--- src/rtl/layer_share_arb_if.sv ---
// Valid/ready word stream used for the requester, response and layer-side ports
// of layer_share_arb. master drives valid/data, slave drives ready.
interface layer_share_arb_if #(
  parameter int T = 20
);
  logic         valid;
  logic [T-1:0] data;
  logic         ready;

  modport master (output valid, output data, input ready);
  modport slave  (input valid, input data, output ready);
endinterface

--- src/rtl/layer_share_arb.sv ---
// Round-robin arbiter sharing one fully-connected layer between two requesters.
// Optional per-requester completion counters are enabled by defining LAYER_ARB_STATS_EN.
module layer_share_arb #(
  parameter int M = 16,
  parameter int N = 12,
  parameter int T = 20
) (
  input  logic               clk,
  input  logic               reset,
  layer_share_arb_if.slave   req0,
  layer_share_arb_if.slave   req1,
  layer_share_arb_if.master  rsp0,
  layer_share_arb_if.master  rsp1,
  layer_share_arb_if.master  l_s,
  layer_share_arb_if.slave   l_m
`ifdef LAYER_ARB_STATS_EN
  ,
  output logic [15:0]        done_cnt0,
  output logic [15:0]        done_cnt1
`endif
);

  localparam int IN_W  = $clog2(N + 1);
  localparam int OUT_W = $clog2(M + 1);

  typedef enum logic [1:0] {
    IDLE  = 2'd0,
    LOAD  = 2'd1,
    DRAIN = 2'd2
  } state_t;

  state_t            state, state_nxt;
  logic              grant, grant_nxt;
  logic              last_grant, last_grant_nxt;
  logic [IN_W-1:0]   in_cnt, in_cnt_nxt;
  logic [OUT_W-1:0]  out_cnt, out_cnt_nxt;
  logic              vec_done;

  logic              sel_valid;
  logic [T-1:0]      sel_data;
  logic              sel_rsp_ready;

  assign sel_valid     = grant ? req1.valid : req0.valid;
  assign sel_data      = grant ? req1.data  : req0.data;
  assign sel_rsp_ready = grant ? rsp1.ready : rsp0.ready;

  always_ff @(posedge clk) begin
    // NOTE: state registers use non-blocking assignments so every flop samples
    // the pre-edge value of its inputs, independent of statement order.
    if (reset) begin
      state      <= IDLE;
      grant      <= 1'b0;
      last_grant <= 1'b1;
      in_cnt     <= '0;
      out_cnt    <= '0;
    end else begin
      state      <= state_nxt;
      grant      <= grant_nxt;
      last_grant <= last_grant_nxt;
      in_cnt     <= in_cnt_nxt;
      out_cnt    <= out_cnt_nxt;
    end
  end

  always_comb begin
    // NOTE: every output and next-state value gets a default first so no path
    // through the case leaves a signal unassigned and infers a latch.
    state_nxt      = state;
    grant_nxt      = grant;
    last_grant_nxt = last_grant;
    in_cnt_nxt     = in_cnt;
    out_cnt_nxt    = out_cnt;
    vec_done       = 1'b0;

    req0.ready = 1'b0;
    req1.ready = 1'b0;
    rsp0.valid = 1'b0;
    rsp1.valid = 1'b0;
    rsp0.data  = l_m.data;
    rsp1.data  = l_m.data;
    l_s.valid  = 1'b0;
    l_s.data   = '0;
    l_m.ready  = 1'b0;

    unique case (state)
      IDLE: begin
        if (req0.valid || req1.valid) begin
          // On a tie the requester that was not served last wins.
          grant_nxt  = (req0.valid && req1.valid) ? ~last_grant : req1.valid;
          state_nxt  = LOAD;
          in_cnt_nxt = '0;
        end
      end

      LOAD: begin
        l_s.valid = sel_valid;
        l_s.data  = sel_data;
        if (grant) req1.ready = l_s.ready;
        else       req0.ready = l_s.ready;
        if (sel_valid && l_s.ready) begin
          in_cnt_nxt = in_cnt + 1'b1;
          if (in_cnt == IN_W'(N - 1)) begin
            state_nxt   = DRAIN;
            out_cnt_nxt = '0;
          end
        end
      end

      DRAIN: begin
        if (grant) rsp1.valid = l_m.valid;
        else       rsp0.valid = l_m.valid;
        l_m.ready = sel_rsp_ready;
        if (l_m.valid && sel_rsp_ready) begin
          out_cnt_nxt = out_cnt + 1'b1;
          if (out_cnt == OUT_W'(M - 1)) begin
            vec_done       = 1'b1;
            state_nxt      = IDLE;
            last_grant_nxt = grant;
          end
        end
      end

      default: state_nxt = IDLE;
    endcase
  end

`ifdef LAYER_ARB_STATS_EN
  always_ff @(posedge clk) begin
    if (reset) begin
      done_cnt0 <= '0;
      done_cnt1 <= '0;
    end else if (vec_done) begin
      if (!grant && done_cnt0 != 16'hFFFF) done_cnt0 <= done_cnt0 + 16'd1;
      if (grant  && done_cnt1 != 16'hFFFF) done_cnt1 <= done_cnt1 + 16'd1;
    end
  end
`endif

endmodule

--- src/flat_wrapper.sv ---
// flat-port wrapper written by rule: the top's interface ports become plain ports
module layer_share_arb_flat 
#(
  parameter int M = 16,
  parameter int N = 12,
  parameter int T = 20
)
  (clk, reset, req0_valid, req0_data, req0_ready, req1_valid, req1_data, req1_ready, rsp0_valid, rsp0_data, rsp0_ready, rsp1_valid, rsp1_data, rsp1_ready, l_s_valid, l_s_data, l_s_ready, l_m_valid, l_m_data, l_m_ready);
  layer_share_arb_if #(.T(T)) req0_i ();
  layer_share_arb_if #(.T(T)) req1_i ();
  layer_share_arb_if #(.T(T)) rsp0_i ();
  layer_share_arb_if #(.T(T)) rsp1_i ();
  layer_share_arb_if #(.T(T)) l_s_i ();
  layer_share_arb_if #(.T(T)) l_m_i ();
  input  logic clk;
  input  logic reset;
  input wire logic [$bits(req0_i.valid)-1:0] req0_valid;
  input wire logic [$bits(req0_i.data)-1:0] req0_data;
  output wire logic [$bits(req0_i.ready)-1:0] req0_ready;
  input wire logic [$bits(req1_i.valid)-1:0] req1_valid;
  input wire logic [$bits(req1_i.data)-1:0] req1_data;
  output wire logic [$bits(req1_i.ready)-1:0] req1_ready;
  output wire logic [$bits(rsp0_i.valid)-1:0] rsp0_valid;
  output wire logic [$bits(rsp0_i.data)-1:0] rsp0_data;
  input wire logic [$bits(rsp0_i.ready)-1:0] rsp0_ready;
  output wire logic [$bits(rsp1_i.valid)-1:0] rsp1_valid;
  output wire logic [$bits(rsp1_i.data)-1:0] rsp1_data;
  input wire logic [$bits(rsp1_i.ready)-1:0] rsp1_ready;
  output wire logic [$bits(l_s_i.valid)-1:0] l_s_valid;
  output wire logic [$bits(l_s_i.data)-1:0] l_s_data;
  input wire logic [$bits(l_s_i.ready)-1:0] l_s_ready;
  input wire logic [$bits(l_m_i.valid)-1:0] l_m_valid;
  input wire logic [$bits(l_m_i.data)-1:0] l_m_data;
  output wire logic [$bits(l_m_i.ready)-1:0] l_m_ready;
  assign req0_i.valid = req0_valid;
  assign req0_i.data = req0_data;
  assign req0_ready = req0_i.ready;
  assign req1_i.valid = req1_valid;
  assign req1_i.data = req1_data;
  assign req1_ready = req1_i.ready;
  assign rsp0_valid = rsp0_i.valid;
  assign rsp0_data = rsp0_i.data;
  assign rsp0_i.ready = rsp0_ready;
  assign rsp1_valid = rsp1_i.valid;
  assign rsp1_data = rsp1_i.data;
  assign rsp1_i.ready = rsp1_ready;
  assign l_s_valid = l_s_i.valid;
  assign l_s_data = l_s_i.data;
  assign l_s_i.ready = l_s_ready;
  assign l_m_i.valid = l_m_valid;
  assign l_m_i.data = l_m_data;
  assign l_m_ready = l_m_i.ready;
  layer_share_arb #(.M(M), .N(N), .T(T)) u_core (.clk(clk), .reset(reset), .req0(req0_i), .req1(req1_i), .rsp0(rsp0_i), .rsp1(rsp1_i), .l_s(l_s_i), .l_m(l_m_i));
endmodule
--- config.mk ---
export PLATFORM = sky130hd
export DESIGN_NAME = layer_share_arb_flat
export DESIGN_NICKNAME = d
export VERILOG_FILES = /design/src/rtl/layer_share_arb_if.sv /design/src/rtl/layer_share_arb.sv /design/src/flat_wrapper.sv
export SDC_FILE = /design/constraint.sdc
export NUM_CORES = 1
export LEC_CHECK = 0
export CAP_MARGIN = 5
export CORE_MARGIN = 2
export CORE_UTILIZATION = 40
export CTS_CLUSTER_SIZE = 20
export DETAILED_ROUTE_END_ITERATION = 8
export DONT_BUFFER_PORTS = 1
export PLACE_DENSITY = 0.64
export SYNTH_ARGS = -nofsm -noshare
export SYNTH_HDL_FRONTEND = slang
export SYNTH_SLANG_ARGS = --single-unit
--- constraint.sdc ---
create_clock -name clk -period 3.49 [get_ports clk]
set_input_delay 0.5235 -clock clk [delete_from_list [all_inputs] [get_ports clk]]
set_output_delay 0.5235 -clock clk [all_outputs]
set_load 0.03 [all_outputs]
==> flow_summary.yaml <==
yosys:
  avgSynthCellArea_um2: 7.98
  synth_mux_area_share_pct: 18.6
  ys_ff_latch: 13
  synth_nets: 242
  async_flop_share_pct: 0
  synth_edf_count: 0
  synth_xor_area_share_pct: 0
  synthAdderAreaFrac_pct: 2.75
  synthCells: 171
  yosys_most_used_dff: "dfxtp_1"
  ys_types: 38
  yosys.area_share.simple_pct: 23.2
  synth.yosys.warnings: 0
  synth_compound_area_share_pct: 11.1
  synth_top_family_by_area: "buffers and inverters"
  syn_area_mm2: 0.00137
  ys_seq_area_share_pct: 19.1
setup_path:
  crit_buf_inv: 0
  critPathMaxFanout: 21
  r2r-start: "u_core.grant"
  worstSetupPathType: "reg2out"
  r2r-end: "u_core.out_cnt[0]"
  slowest_delay_ns: 0.60
  startpoint_type: "flip-flop"
  ff2ff_setup_slack_ns: 1.54
  critPathCaptureType: "output port"
  arrival_ns: 1.87
  crit_chain: "nand2b_1 -> nor2_1"
  cpLargestDelayFamily: "simple AND/OR/NAND/NOR gates"
  worstPathRequired_ns: 2.97
  crit_slowest_cell: "nor2_1"
  r2r_cells: 5
floorplan:
  num_io_pins: 134
  die_x_um: 62.4
  start_util_pct: 41.2
  die_h_um: 62.4
  num_rows: 21
  die_area_mm2: 0.00390
  core_mm2: 0.00331
clock_tree:
  cts_tree: "built"
  cts_resized: 0
  clk_path_buf_depth: 2
  cts_buffers: 3
  insertion_delay_ns: 0.27
  htree_levels: 1
  ctsHoldBuffers: 0
  cts_root_buf: "clkbuf_4"
  path_clk_slew_ns: 0.07
  clock_sink_count: 13
  cts_setup_buffers: 0
detailed_routing:
  drt_iter0_markers: 16
  wire_per_inst_um: 16.2
  routed_wl_um: 2830
  drtPass1Iterations: 4
  drt-vias-per-instance: 5.61
  dr_total_vias: 976
  drc: 0
  ant_nets: 0
placed_design:
  place_inst: 170
  dp_hpwl_um: 2210
  place_congestion: 0.764
  portBuffers: 0
sta:
  final_hold_viol_count: 0
  post-route-period-util_pct: 68.6
  finalSetupTns_ns: 0
  maxSlewHeadroom_pct: 54.7
  slew_violations: 0
  min_period_ns: 2.40
  rsz0062_at_grt: "no"
  setup_violations: 0
  tightest_slew_ns: 0.679
  clock_skew_ns: 0.00111
  finalHoldWorstSlack_ns: 0.313
  fmax_mhz: 417
hold_path:
  hp-start: "reset"
  hold_depth: 1
  hold_end: "u_core.in_cnt[1]"
  worstHoldPathType: "in2reg"
finish:
  area_growth_pct: -18.3
  antennaDiodeCount: 0
  multiInputGateArea_um2: 759
  final_net_count: 200
  fillCellCount: 359
  regArea_um2: 260
  stdcell_count: 174
  drive_gt1_share_pct: 7.81
grt:
  grt_pass1_vias: 967
  grt_max_degree: 24
  grt.total_usage_pct: 14.4
  grt_overflow: 0
  antenna_found_initial: 0
  grt_first_pass_wirelength_um: 4640
power_and_ir_drop:
  p_leak_nw: 0.418
  p_total_uw: 339
  pwr_density_cell_mw_per_mm2: 304
  max-vdd-ir-drop_v: 0.000166
status:
  status: "finished clean"
run:
  maxCapViolations: 0
power by group:
part / internal [mW] / switching, mW / leakage [nW]
Clock: 0.0443 / 0.0465 / 0.0150
Sequential: 0.150 / 0.00435 / 0.105
Combinational: 0.0261 / 0.0673 / 0.297
Total: 0.221 / 0.118 / 0.418
sequential cells by signal (all words and copies together), names as in the netlist:
signal	cells
u_core.in_cnt	4
u_core.grant	1
u_core.state	2
u_core.out_cnt	5
u_core.last_grant	1
layout by cell type (no fill, tap or decap), types with 2 or more instances in the layout:
master / Yosys / routed
mux2i_1: 22 / 22
nand2b_1: 4 / 4
dfxtp_1: 13 / 13
nand3_1: 3 / 3
nor3_1: 2 / 2
ha_1: 3 / 3
a21oi_1: 3 / 3
a211o_1: 2 / 2
nor2_1: 34 / 34
nand3b_1: 2 / 2
nand2_1: 6 / 6
a31oi_1: 2 / 2
nor4b_1: 2 / 2
and3_1: 3 / 3
nor2b_1: 3 / 3
a211oi_1: 2 / 2
clkbuf_4: 0 / 3
worst register-to-register path: cells and delay by family, from the launching register on:
family	cells	cell delay, ns
AO/OA/AOI/OAI	1	0.37
multiplexers	2	0.61
buffers and inverters	1	0.39
flip-flops	1	0.45
AND/OR/NAND/NOR	1	0.08
how the worst max path moves through the flow:
stage               slack [ns]      endpoint  cells past startpoint       startpoint
floorplan                 1.64  l_s_data[15]                      4     u_core.grant
global placement          1.48  l_s_data[19]                      2  u_core.state[0]
detailed placement        1.36   l_s_data[0]                      2  u_core.state[0]
CTS                       1.05   l_s_data[0]                      2  u_core.state[0]
global route              0.89   l_s_data[8]                      2  u_core.state[0]
finish                    1.09   l_s_data[3]                      2  u_core.state[0]
area by class of cell:
class                      count  share of cell area (%)
sequential                    13                    23.3
multi-input combinational    109                    68.1
clock buffer                   4                    2.36
timing repair buffer           1                   0.673
inverter                       1                   0.337
tap                           46                    5.16
routing by layer:
layer | wire length [um] | track usage (%)
met3 | 358 | 8.47
met4 | 19 | 3.06
met5 | 0 | 0
met1 | 1080 | 15.6
met2 | 1370 | 24.2
Yosys cell counts (2+ instances only):
master	number	area (um2)
buf_4	40	300
nor2_1	34	128
mux2i_1	22	220
dfxtp_1	13	260
nand2_1	6	22.5
nand2b_1	4	25.0
a21oi_1	3	15.0
and3_1	3	18.8
buf_2	3	15.0
clkbuf_1	3	11.3
ha_1	3	37.5
nand3_1	3	15.0
nor2b_1	3	18.8
a211o_1	2	17.5
a211oi_1	2	15.0
a31oi_1	2	12.5
nand3b_1	2	15.0
nor3_1	2	10.0
nor4b_1	2	17.5
metrics by stage:
step           utilization (%)  area (um2)  worst slack, ns
2_1_floorplan                -        1370             1.64
3_3_place_gp              32.9        1090             1.48
3_5_place_dp              32.9        1090             1.36
4_1_cts                   33.7        1110             1.05
5_1_grt                   33.7        1110            0.887
6_report                  33.7        1110             1.09
logic make-up (layout without fill, tap and decap cells):
kind of cell,Yosys count,count (layout)
compound gates,17,17
fa+ha+maj,3,3
buf+inv,49,6
flops,13,13
mux,24,24
simple gates,65,65
No activity file was read; power rests on OpenSTA's default activity.
